**src/rtl/pipe_pkg.sv**
```systemverilog
// Shared constants for the MIPS inter-stage pipeline registers: control-bit
// positions, per-stage bundle widths and the bubble encoding.
package pipe_pkg;

   localparam int CTRL_REGWRITE = 0;
   localparam int CTRL_MEMTOREG = 1;
   localparam int CTRL_MEMWRITE = 2;
   localparam int CTRL_JAL      = 3;

   localparam int PIPE_CTRL_W = 4;
   localparam int PIPE_CNT_W  = 16;

   // Instr + PCPlus4 / RD1 + RD2 + SignImm + PCPlus4 + Rs + Rt + Rd /
   // AluOut + RtD + PCPlus4 + WriteReg / ReadData + AluOut + PCPlus4 + WriteReg
   localparam int IFID_DATA_W  = 64;
   localparam int IDEX_DATA_W  = 143;
   localparam int EXMEM_DATA_W = 101;
   localparam int MEMWB_DATA_W = 101;

   localparam logic [PIPE_CTRL_W-1:0] CTRL_BUBBLE = {PIPE_CTRL_W{1'b0}};

endpackage

```
**src/rtl/pipe_skid_buf.sv**
```systemverilog
// One-entry holding register with valid, used as the overflow slot of
// pipe_stage when PIPE_STAGE_SKID_EN is defined.
module pipe_skid_buf #(
   parameter int CTRL_W = 4,
   parameter int DATA_W = 101
) (
   input  logic              clk,
   input  logic              reset,
   input  logic              i_flush,
   input  logic              i_load,
   input  logic              i_unload,
   input  logic [CTRL_W-1:0] i_ctrl,
   input  logic [DATA_W-1:0] i_data,
   output logic              o_valid,
   output logic [CTRL_W-1:0] o_ctrl,
   output logic [DATA_W-1:0] o_data
);

   logic              r_valid;
   logic [CTRL_W-1:0] r_ctrl;
   logic [DATA_W-1:0] r_data;

   // Empty entry keeps ctrl at zero so a stale beat can never look live
   always_ff @(posedge clk) begin
      if (reset) begin
         r_valid <= 1'b0;
         r_ctrl  <= {CTRL_W{1'b0}};
         r_data  <= {DATA_W{1'b0}};
      end else if (i_flush) begin
         r_valid <= 1'b0;
         r_ctrl  <= {CTRL_W{1'b0}};
      end else if (i_load) begin
         r_valid <= 1'b1;
         r_ctrl  <= i_ctrl;
         r_data  <= i_data;
      end else if (i_unload) begin
         r_valid <= 1'b0;
         r_ctrl  <= {CTRL_W{1'b0}};
      end
   end

   assign o_valid = r_valid;
   assign o_ctrl  = r_ctrl;
   assign o_data  = r_data;

endmodule

```
**src/rtl/pipe_stage.sv**
```systemverilog
// Valid/ready pipeline register with flush-to-bubble and a saturating bubble
// counter. Define PIPE_STAGE_SKID_EN to add a skid entry and register in_ready.
module pipe_stage
   import pipe_pkg::*;
#(
   parameter int CTRL_W = PIPE_CTRL_W,
   parameter int DATA_W = EXMEM_DATA_W,
   parameter int CNT_W  = PIPE_CNT_W
) (
   input  logic              clk,
   input  logic              reset,
   input  logic              flush,
   input  logic              in_valid,
   output logic              in_ready,
   input  logic [CTRL_W-1:0] in_ctrl,
   input  logic [DATA_W-1:0] in_data,
   output logic              out_valid,
   input  logic              out_ready,
   output logic [CTRL_W-1:0] out_ctrl,
   output logic [DATA_W-1:0] out_data,
   output logic [CNT_W-1:0]  bubble_cnt
);

   logic              w_xfer_in;
   logic              w_xfer_out;
   logic              w_main_load;
   logic              w_main_clr;
   logic [CTRL_W-1:0] w_load_ctrl;
   logic [DATA_W-1:0] w_load_data;

   logic              r_main_valid;
   logic [CTRL_W-1:0] r_main_ctrl;
   logic [DATA_W-1:0] r_main_data;
   logic [CNT_W-1:0]  r_bubble_cnt;

   assign w_xfer_in  = in_valid & in_ready;
   assign w_xfer_out = r_main_valid & out_ready;

`ifdef PIPE_STAGE_SKID_EN
   logic              w_skid_valid;
   logic [CTRL_W-1:0] w_skid_ctrl;
   logic [DATA_W-1:0] w_skid_data;
   logic              w_skid_load;
   logic              w_skid_unload;

   // skid_valid is a register, so out_ready never reaches in_ready
   assign in_ready = ~reset & ~w_skid_valid;

   // Main/skid steering: a held skid beat always refills main first
   always_comb begin
      w_main_load   = 1'b0;
      w_main_clr    = 1'b0;
      w_load_ctrl   = in_ctrl;
      w_load_data   = in_data;
      w_skid_load   = 1'b0;
      w_skid_unload = 1'b0;
      if (w_xfer_out) begin
         if (w_skid_valid) begin
            w_main_load   = 1'b1;
            w_load_ctrl   = w_skid_ctrl;
            w_load_data   = w_skid_data;
            w_skid_unload = 1'b1;
         end else if (w_xfer_in) begin
            w_main_load = 1'b1;
         end else begin
            w_main_clr = 1'b1;
         end
      end else if (w_xfer_in) begin
         if (r_main_valid) begin
            w_skid_load = 1'b1;
         end else begin
            w_main_load = 1'b1;
         end
      end else begin
         w_main_load = 1'b0;
      end
   end

   pipe_skid_buf #(
      .CTRL_W (CTRL_W),
      .DATA_W (DATA_W)
   ) u_skid (
      .clk      (clk),
      .reset    (reset),
      .i_flush  (flush),
      .i_load   (w_skid_load),
      .i_unload (w_skid_unload),
      .i_ctrl   (in_ctrl),
      .i_data   (in_data),
      .o_valid  (w_skid_valid),
      .o_ctrl   (w_skid_ctrl),
      .o_data   (w_skid_data)
   );
`else
   assign in_ready = ~reset & (~r_main_valid | out_ready);

   // Single register: a new beat wins over draining the old one
   always_comb begin
      w_main_load = 1'b0;
      w_main_clr  = 1'b0;
      w_load_ctrl = in_ctrl;
      w_load_data = in_data;
      if (w_xfer_in) begin
         w_main_load = 1'b1;
      end else if (w_xfer_out) begin
         w_main_clr = 1'b1;
      end else begin
         w_main_clr = 1'b0;
      end
   end
`endif

   // Main output register; flush and drain leave data untouched
   always_ff @(posedge clk) begin
      if (reset) begin
         r_main_valid <= 1'b0;
         r_main_ctrl  <= CTRL_BUBBLE[0] ? {CTRL_W{1'b1}} : {CTRL_W{1'b0}};
         r_main_data  <= {DATA_W{1'b0}};
      end else if (flush) begin
         r_main_valid <= 1'b0;
         r_main_ctrl  <= {CTRL_W{1'b0}};
      end else if (w_main_load) begin
         r_main_valid <= 1'b1;
         r_main_ctrl  <= w_load_ctrl;
         r_main_data  <= w_load_data;
      end else if (w_main_clr) begin
         r_main_valid <= 1'b0;
         r_main_ctrl  <= {CTRL_W{1'b0}};
      end
   end

   // Saturating count of empty output cycles
   always_ff @(posedge clk) begin
      if (reset) begin
         r_bubble_cnt <= {CNT_W{1'b0}};
      end else if (!r_main_valid && (r_bubble_cnt != {CNT_W{1'b1}})) begin
         r_bubble_cnt <= r_bubble_cnt + {{(CNT_W-1){1'b0}}, 1'b1};
      end
   end

   assign out_valid  = r_main_valid;
   assign out_ctrl   = r_main_ctrl;
   assign out_data   = r_main_data;
   assign bubble_cnt = r_bubble_cnt;

endmodule

```
**config.mk**
```make
export PLATFORM = sky130hd
export DESIGN_NAME = pipe_stage
export DESIGN_NICKNAME = d
export VERILOG_FILES = /design/src/rtl/pipe_pkg.sv /design/src/rtl/pipe_skid_buf.sv /design/src/rtl/pipe_stage.sv
export SDC_FILE = /design/constraint.sdc
export NUM_CORES = 1
export LEC_CHECK = 0
export ABC_AREA = 1
export CAP_MARGIN = 20
export CORE_ASPECT_RATIO = 1.4
export CORE_MARGIN = 4
export CORE_UTILIZATION = 43
export CTS_CLUSTER_SIZE = 25
export DETAILED_ROUTE_END_ITERATION = 12
export PLACE_DENSITY_LB_ADDON = 0.3
export SKIP_LAST_GASP = 1
export SYNTH_ARGS = -nofsm -noshare
export SYNTH_HDL_FRONTEND = slang
export SYNTH_SLANG_ARGS = --single-unit
export TNS_END_PERCENT = 30
```
**constraint.sdc**
```tcl
create_clock -name clk -period 3 [get_ports clk]
set_input_delay 0.3 -clock clk [delete_from_list [all_inputs] [get_ports clk]]
set_output_delay 0.3 -clock clk [all_outputs]
set_load 0.01 [all_outputs]
```
==> impl_metrics.csv <==
group,metric,value,unit
outcome,outcome,"finished, final reports clean",
setup_path,rr_worst_depth,9,
timing,final.period_utilization,70.9,%
placed_design,numPortBuffers,232,
clock_tree,clk_pin_slew_worst_paths,50,ps
global_route,grt_pass1_wl,24800,microns
detailed_routing,first_pass_iters,5,
min_path,hold_start,"reset",
timing,worst_pin_slew,760,ps
clock_tree,clock_sinks,122,
timing,rsz0062_at_grt,"false",
detailed_routing,vias_per_cell,5.25,
timing,max_freq,470,MHz
setup_path,cp-start-kind,"flip-flop",
timing,hold_ws,351,ps
setup_path,arrival,1830,ps
die,num_io_pins,233,
logic_synthesis,mappedNetlistNets,741,
timing,final-hold-violation-count,0,
logic_synthesis,synth_cell_types,22,
timing,drv_slew,0,
layout,final_util,70.7,%
clock_tree,cts_buffers,17,
global_route,antenna_found_initial,0,
timing,skew,6.78,ps
detailed_routing,drc,0,
layout,nets,949,
flow_run,drv_cap,0,
clock_tree,cts_resized,0,
pwr,cellLeakagePower,2.75,nW
global_route,grt_overflow,0,
detailed_routing,drt_iter0_drc,235,
setup_path,crit_path_frequent_cell,"nor2_4",
pwr,irDropWorstVdd,0.000404,V
die,fp.coreArea,11000,sq um
detailed_routing,wire_per_inst,16.1,microns
logic_synthesis,ys_ff_latch,122,
detailed_routing,route.vias.total,5205,
clock_tree,clkLatencyLatePin,400,ps
layout,fillerInstances,916,
die,start_util,44.5,%
logic_synthesis,synth_area,4910,sq um
timing,period_needed,2130,ps
layout,mostFrequentLayoutCells,"clkdlybuf4s50_1 (231), nand2_1 (147), dfxtp_1 (122), nand3_1 (115), a21oi_1 (97)",
pwr,total_power,0.00426,W
global_route,grt_pass1_vias,5122,
global_route,track_usage,23.2,%
logic_synthesis,synth_cells,630,
timing,setup-tns-final,0,ps
logic_synthesis,ys_seq_area_share,49.7,%
setup_path,crit_path_cell_trace,"inv_4 > nor2_4 > nor2_4 > clkdlybuf4s50_1",
setup_path,path_max_fanout,11,
setup_path,crit_type,"reg -> out",
setup_path,cp.required,2700,ps
setup_path,reg2reg_to,"out_data[57]$_SDFFE_PP0P_",
clock_tree,postCtsSetupBuffers,0,
min_path,min_to,"bubble_cnt[10]$_SDFFE_PP0P_",
layout,n_antenna_cell,0,
layout,regArea,2440,sq um
detailed_routing,wirelength,16000,microns
timing,slew-limit-headroom,49.3,%
setup_path,reg2reg_from,"out_valid$_SDFFE_PP0P_",
die,die_h,134,microns
logic_synthesis,synth_warnings,0,
layout,multi_input_area,2090,sq um
min_path,hold-path-cell-count,2,
die,num_rows,45,
setup_path,cp-end-kind,"output port",
global_route,grt_max_degree,106,
setup_path,reg2reg_slack,890,ps
layout,final_common_cell,"clkdlybuf4s50_1",
layout,syn2layout_area_growth,58.8,%
timing,finalSetupViolations,0,
clock_tree,hold_buffers,0,
detailed_routing,drtAntennaViolNets,0,
die,fp.dieW,98.3,microns
setup_path,cpPeakStageDelay,620,ps
clock_tree,root_buffer,"clkbuf_16",
clock_tree,cts_max_path_buffers,2,
die,die_area,13200,sq um
clock_tree,h-tree-depth,4,
min_path,hold_class,"in -> reg",
placed_design,place.gp.congestion,0.883,
clock_tree,cts_tree,"built",
setup_path,crit_slowest_cell,"dfxtp_1",
placed_design,hpwl,11000,microns
layout,drive_gt1_share,7.29,%
logic_synthesis,synth_area_per_cell,7.80,sq um
pwr,power_density,546,nW/um^2
-- sequential cells by signal (all words and copies together), names as in the netlist --
signal      flops
bubble_cnt     16
out_data      101
out_valid       1
out_ctrl        4
-- worst max path at each step --
stage	start	endpoint	slack [ps]	depth (start not counted)
after floorplan	bubble_cnt[0]$_SDFFE_PP0P_	bubble_cnt[0]$_SDFFE_PP0P_	1480	8
after global placement	out_ready	out_data[45]$_SDFFE_PP0P_	950	9
after detailed placement	out_ready	out_data[57]$_SDFFE_PP0P_	860	9
after CTS	out_valid$_SDFFE_PP0P_	in_ready	840	4
after global routing	out_valid$_SDFFE_PP0P_	out_data[57]$_SDFFE_PP0P_	760	9
final	out_valid$_SDFFE_PP0P_	in_ready	870	4
-- metal layers --
layer  up-vias  routed length (microns)  global-route usage (%)
met2       233                     8510                    41.9
met1      2427                     5800                    24.3
met3        27                     1200                    8.17
li1       2518                        -                       -
met4         0                      459                    9.19
met5         -                        0                       0
-- cells in the mapped netlist (all sizes together) --
master | instances | area (sq um)
nor2 | 43 | 176
nand4 | 6 | 37.5
and2 | 1 | 6.26
ha | 1 | 12.5
nand3b | 1 | 7.51
o21ai | 2 | 10.0
inv | 21 | 83.8
clkbuf | 22 | 82.6
a21oi | 117 | 661
xnor2 | 1 | 8.76
nand3 | 116 | 586
buf | 25 | 209
nor3 | 3 | 15.0
dfxtp | 122 | 2440
nand2 | 149 | 574
-- critical path: cells and delay by family (launching register included) --
family	cells	cell delay, ps
buf+inv	2	620
flops	1	620
simple gates	2	180
-- final cells by class --
| cell class | instances | area share, % |
|---|---|---|
| Sequential cell | 122 | 31.3 |
| Timing Repair Buffer | 236 | 30.6 |
| Multi-Input combinational cell | 440 | 26.9 |
| Clock buffer | 24 | 6.43 |
| Tap cell | 141 | 2.26 |
| Clock inverter | 7 | 1.44 |
| Inverter | 21 | 1.07 |
-- power breakdown --
part | internal, W | total (W) | switching (W)
sequential | 0.00167 | 0.00170 | 0.0000321
clock | 0.00141 | 0.00209 | 0.000679
combinational | 0.000257 | 0.000466 | 0.000209
total | 0.00334 | 0.00426 | 0.000921
-- cell families after synthesis --
logic type | share of synthesized area [%]
XOR/XNOR | 0.178
buffers and inverters | 7.64
AO/OA/AOI/OAI | 13.7
flip-flops | 49.7
AND/OR/NAND/NOR | 28.6
adder cells (fa/ha/maj) | 0.255
-- through the flow --
step / std cells / instance area, sq um / setup slack, ps
finish: 991 / 7800 / 874
global placement: 960 / 7180 / 952
detailed placement: 960 / 7180 / 859
floorplan: 630 / 4910 / 1480
global route: 991 / 7800 / 761
CTS: 991 / 7800 / 835
Note: power is estimated with default switching activity, not from simulation.
